[src/rtl/sw_debounce_pkg.sv]
// Shared types and defaults for the switch debouncer.
package sw_debounce_pkg;

    typedef enum logic [1:0] {
        LO      = 2'd0,
        WAIT_HI = 2'd1,
        HI      = 2'd2,
        WAIT_LO = 2'd3
    } debState_t;

    localparam int DEFAULT_DEBOUNCE_CYCLES = 4;

endpackage

[src/rtl/sw_debounce_sync.sv]
// Two-flop synchronizer that brings the raw switch level into the clk domain.
module sync_2ff (
    input  logic clk,
    input  logic reset,
    input  logic d,
    output logic q
);

    logic meta;

    always_ff @(posedge clk) begin
        if (reset) begin
            meta <= 1'b0;
            q    <= 1'b0;
        end else begin
            meta <= d;
            q    <= meta;
        end
    end

endmodule

[src/rtl/sw_debounce.sv]
// Switch debouncer: four-state FSM accepts a level after DEBOUNCE_CYCLES stable samples.
// Define SW_DEBOUNCE_SYNC_EN to put a two-flop synchronizer in front of the FSM.
module sw_debounce
    import sw_debounce_pkg::*;
#(
    parameter int DEBOUNCE_CYCLES = DEFAULT_DEBOUNCE_CYCLES
) (
    input  logic clk,
    input  logic reset,
    input  logic sw_raw,
    output logic sw_clean,
    output logic sw_rise,
    output logic sw_fall
);

    localparam int CW = $clog2(DEBOUNCE_CYCLES);
    localparam logic [CW-1:0] LAST = CW'(DEBOUNCE_CYCLES - 1);

    logic          s;
    debState_t     state;
    logic [CW-1:0] count;

`ifdef SW_DEBOUNCE_SYNC_EN
    sync_2ff u_sync (
        .clk   (clk),
        .reset (reset),
        .d     (sw_raw),
        .q     (s)
    );
`else
    assign s = sw_raw;
`endif

    // sw_clean is updated on the same edge that moves state, so it always
    // equals (state == HI || state == WAIT_LO).
    always_ff @(posedge clk) begin
        if (reset) begin
            state    <= LO;
            count    <= '0;
            sw_clean <= 1'b0;
            sw_rise  <= 1'b0;
            sw_fall  <= 1'b0;
        end else begin
            sw_rise <= 1'b0;
            sw_fall <= 1'b0;
            case (state)
                LO: begin
                    if (s) begin
                        state <= WAIT_HI;
                        count <= CW'(1);
                    end else begin
                        count <= '0;
                    end
                end
                WAIT_HI: begin
                    if (!s) begin
                        state <= LO;
                        count <= '0;
                    end else if (count == LAST) begin
                        state    <= HI;
                        count    <= '0;
                        sw_clean <= 1'b1;
                        sw_rise  <= 1'b1;
                    end else begin
                        count <= count + CW'(1);
                    end
                end
                HI: begin
                    if (!s) begin
                        state <= WAIT_LO;
                        count <= CW'(1);
                    end else begin
                        count <= '0;
                    end
                end
                WAIT_LO: begin
                    if (s) begin
                        state <= HI;
                        count <= '0;
                    end else if (count == LAST) begin
                        state    <= LO;
                        count    <= '0;
                        sw_clean <= 1'b0;
                        sw_fall  <= 1'b1;
                    end else begin
                        count <= count + CW'(1);
                    end
                end
                default: begin
                    state    <= LO;
                    count    <= '0;
                    sw_clean <= 1'b0;
                end
            endcase
        end
    end

endmodule

[config.mk]
export PLATFORM = sky130hd
export DESIGN_NAME = sw_debounce
export DESIGN_NICKNAME = d
export VERILOG_FILES = /design/src/rtl/sw_debounce_pkg.sv /design/src/rtl/sw_debounce_sync.sv /design/src/rtl/sw_debounce.sv
export SDC_FILE = /design/constraint.sdc
export NUM_CORES = 1
export LEC_CHECK = 0
export ABC_AREA = 1
export CORE_AREA = 2 2 39 41
export CTS_CLUSTER_SIZE = 14
export DETAILED_ROUTE_END_ITERATION = 8
export DIE_AREA = 0 0 41 43
export DONT_BUFFER_PORTS = 1
export MAX_ROUTING_LAYER = met4
export PLACE_DENSITY_LB_ADDON = 0.15
export SYNTH_ARGS = -nofsm -noshare
export SYNTH_HDL_FRONTEND = slang
export SYNTH_HIERARCHICAL = 1
export SYNTH_SLANG_ARGS = --single-unit
[constraint.sdc]
create_clock -name clk -period 2.1 [get_ports clk]
set_input_delay 0.63 -clock clk [delete_from_list [all_inputs] [get_ports clk]]
set_output_delay 0.63 -clock clk [all_outputs]
set_load 0.02 [all_outputs]
* After elaboration in Yosys (flattened, before gate mapping)
Cells that the tools add are included.
Word-level totals: output and inout port bits 3, bits in registers 7, bits of input ports 3, logic and storage cells 46
Cells by class: muxes and demuxes 19, reduce and logical (&&, ||, !) cells 6, bitwise operators 3, eq/ne operators 12, $add $sub $neg 1
Operator list (number):
- two-way mux 2 bit | 9
- one-hot mux 2 bit (4 select lines) | 2
- inequality test 2 bit, second input constant | 6
- two-way mux 1 bit | 7
- == test 2 bit, second input constant | 3
- inequality test 3 bit, second input constant | 2
- OR reduction 3 bit | 2
- AND reduction 5 bit | 1
- AND reduction 4 bit | 1
- inverter 1 bit | 3
- adder 2 x 1 -> 2 bit, second input constant | 1
- == test 2 x 1 -> 1 bit, second input constant | 1
- zero test 2 bit | 1
- one-hot mux 1 bit (2 select lines) | 1
- nonzero test 2 bit | 1

* Logic depth before layout (Yosys ltp)
depth after elaboration 4, depth in mapped cells 6

* Worst setup path before layout
Ideal clock, no wire load.
path kind reg-to-output, from register sw_clean, to output sw_clean, required time 1.470 ns, cell stages (with the launch flop) 1, slack 1.060 ns, arrival 0.410 ns, path through dfxtp_1
RTL lines:
- start, declared | line sw_debounce.sv:11 | output logic sw_clean,
- start signal, assigned | line sw_debounce.sv:40 | sw_clean <= 1'b0;
- start signal, assigned | line sw_debounce.sv:62 | sw_clean <= 1'b1;
- start signal, assigned | line sw_debounce.sv:83 | sw_clean <= 1'b0;
No word-level cell between the ends.

* Worst setup path in the final report
from register sw_clean, to output sw_clean
No word-level cell between the ends.

==> summary.md <==
| Metric | Value |
|---|---|
| I/O Pins | 6 |
| Cell Area, Synth | 280.3 sq um |
| Largest family of logic cells by synthesized area | simple AND/OR/NAND/NOR gates |
| Hold Path Class | input port to flip-flop |
| CTS tree | built |
| Clock period minus worst slack | between 1 and 1.5 ns |
| VDD IR max | 0.4268 mV |
| CP Max Fanout | 2 |
| DRC | 0 |
| Worst-Margin Slew | 0.2376 ns |
| Setup TNS after final layout | 0 ns |
| Final design instance area without fill | 326.6 sq um |
| Cts-stage hold buffer count | 0 |
| Gr ovfl total | 0 |
| First-pass GRT wire length | about 800 um |
| PwrDens | 807.0 nW/um^2 |
| CORE AREA | 1384 sq um |
| Top post-synthesis cells by area | dfxtp_1 (50%), nand2_1 (9.4%), inv_1 (8.0%) |
| WL final | ~460 um |
| Port bufs | 0 |
| Hpwl dp | 355.7 um |
| Final setup violation count | 0 |
| FF+latch count, synth | 7 |
| Placed inst area | 300.3 sq um |
| # Max-Cap Violations | 0 |
| Area of the die | 1763 sq um |
| Routed length per instance | 8.400 um |
| Xor/xnor share of the synthesized area | 0 |
| Synth warnings | 6 |
| Cts bufs inserted | 3 |
| Yosys top cell area share | 0.5000 |
| Die height | 43 um |
| Initial core utilization | 0.2025 |
| Clock Latency Late Sink | 0.25 ns |
| Max Freq | 0.7600 GHz |
| Number of gates resized after CTS | 0 |
| Final RePlAce weighted congestion | 0.7429 |
| Most frequent cells in the layout | nand2_1 (7), dfxtp_1 (7), inv_1 (6) |
| Share of layout cells above drive strength 1 | 0.2308 |
| Yosys cell types | 13 |
| CP Launch Type | flip-flop |
| Area of the multi-input gates | between 100 and 150 sq um |
| Maximum root-to-sink buffer count | 2 |
| Crit Path Class | flip-flop to output pin |
| Setup crit end kind | output pin |
| Dominant cell type by area after synthesis | dfxtp_1 |
| Slew Limit Headroom | 0.8414 |
| Register area | 140.1 sq um |
| Setup repair bufs after CTS | 0 |
| Largest net degree at the start of global routing | 6 |
| Clock skew | about 0.0046 ns |
| Fin crit share | 0.6266 |
| Nets | 44 |
| Fin. Hold Viols | 0 |
| Register area share after synthesis | 0.5000 |
| Drt first pass iters | 2 |
| Crit path DAT | 0.69 ns |
| CTS Sinks | 7 |
| Post-Synth Simple-Gate Area | 0.3438 |
| Vias in the first global route | between 200 and 250 |
| GRT Total Usage | 0.07930 |
| Fillers | about 160 |
| Row count | 14 |
| H-tree levels | 1 |
| DR vias | 212 |
| Inserted Diodes | 0 |
| Die X | 41 um |
| Syn-to-layout area delta | 16.52% |
| Tot Pwr | approximately 260 uW |
| Root Buffer | clkbuf_4 |
| RSZ-0062 raised after global routing | no |
| Setup WS post-layout | 0.7842 ns |
| Final Util | 0.2360 |
| Synthesized net count | 39 |
| Worst-path clk slew | 0.05 ns |
| P_leak | 0.1611 nW |
| Mux share of post-synthesis cell area | 0 |
| Synth Area in Compound Gates | 0 |
| Initial drt markers | 1 |
| Status | completed |
| DR vias/cell | 3.855 |
| Mean area per synthesized cell | about 8 sq um |
| Dpl ws | 1.047 ns |
| Initial antenna violation count | 0 |
| Adder-Cell Fraction of Synth Area | 0.04464 |
| Slew Viols, Final | 0 |
| Cell count after synthesis | 35 |
| CP Data Required Time | 1.47 ns |
| Post-route ant nets | 0 |
==> kinds of logic (layout without fill, tap and decap cells) <==
kind of cell | Yosys count | in the layout
DFF | 7 | 7
and+or+nand+nor | 19 | 19
buffers and inverters | 8 | 12
adders and majority gates | 1 | 1
==> routing by layer <==
layer	part of all wire	vias to the layer above	global-route usage	wire length, um
met5	0	-	-	0
met4	0.0087	0	0.04000	4
li1	-	115	-	-
met2	0.42	8	0.08438	193
met3	0.10	2	0.09424	46
met1	0.47	87	0.08387	218
==> Yosys cell counts <==
cell type / number
dfxtp_1: 7
inv_2: 1
nor3_1: 1
inv_1: 6
nand4_1: 1
nor2_2: 1
ha_1: 1
nand2_1: 7
clkinv_2: 1
nand2_2: 2
nor2_1: 2
nand4_2: 1
nand3_1: 4
==> path summary, 6_finish.rpt <==
| kind | start | slack, ns | cells past startpoint | end |
|---|---|---|---|---|
| worst max-delay path | sw_clean | 0.78 | 0 | sw_clean |
| worst min register to register | state[0] | 0.47 | 2 | count[1] |
| worst min-delay path | reset | 0.45 | 1 | sw_fall |
| worst max register to register | count[0] | 1.12 | 5 | sw_clean |
==> worst register-to-register path: stages (launching register included) <==
cell and delay, ns:
dfxtp_1 0.31, ha_1 0.20, nand2_2 0.12, clkinv_2 0.08, nand4_1 0.09, nand2_1 0.06
==> through the flow <==
| step | instances | hold slack, ns |
|---|---|---|
| after floorplan | 35 | 0.4399 |
| after global placement | 51 | 0.4569 |
| after detailed placement | 51 | 0.4595 |
| after CTS | 55 | 0.4423 |
| after global routing | 55 | 0.4312 |
| final | 55 | 0.4544 |
==> where the power goes <==
group	switching (mW)	leakage (nW)	total [mW]	internal, mW
registers	0.00160	0.0569	0.137	0.135
logic	0.00509	0.0892	0.00819	0.00310
clock network	0.0460	0.0150	0.118	0.0723
total	0.0527	0.161	0.264	0.211
==> cell type report <==
| cell class | count | area share |
|---|---|---|
| multi-input combinational | 20 | 0.3333 |
| tap | 16 | 0.06130 |
| inverter | 8 | 0.09579 |
| clock buffer | 4 | 0.08046 |
| sequential | 7 | 0.4291 |
No activity file was read; power rests on OpenSTA's default activity.
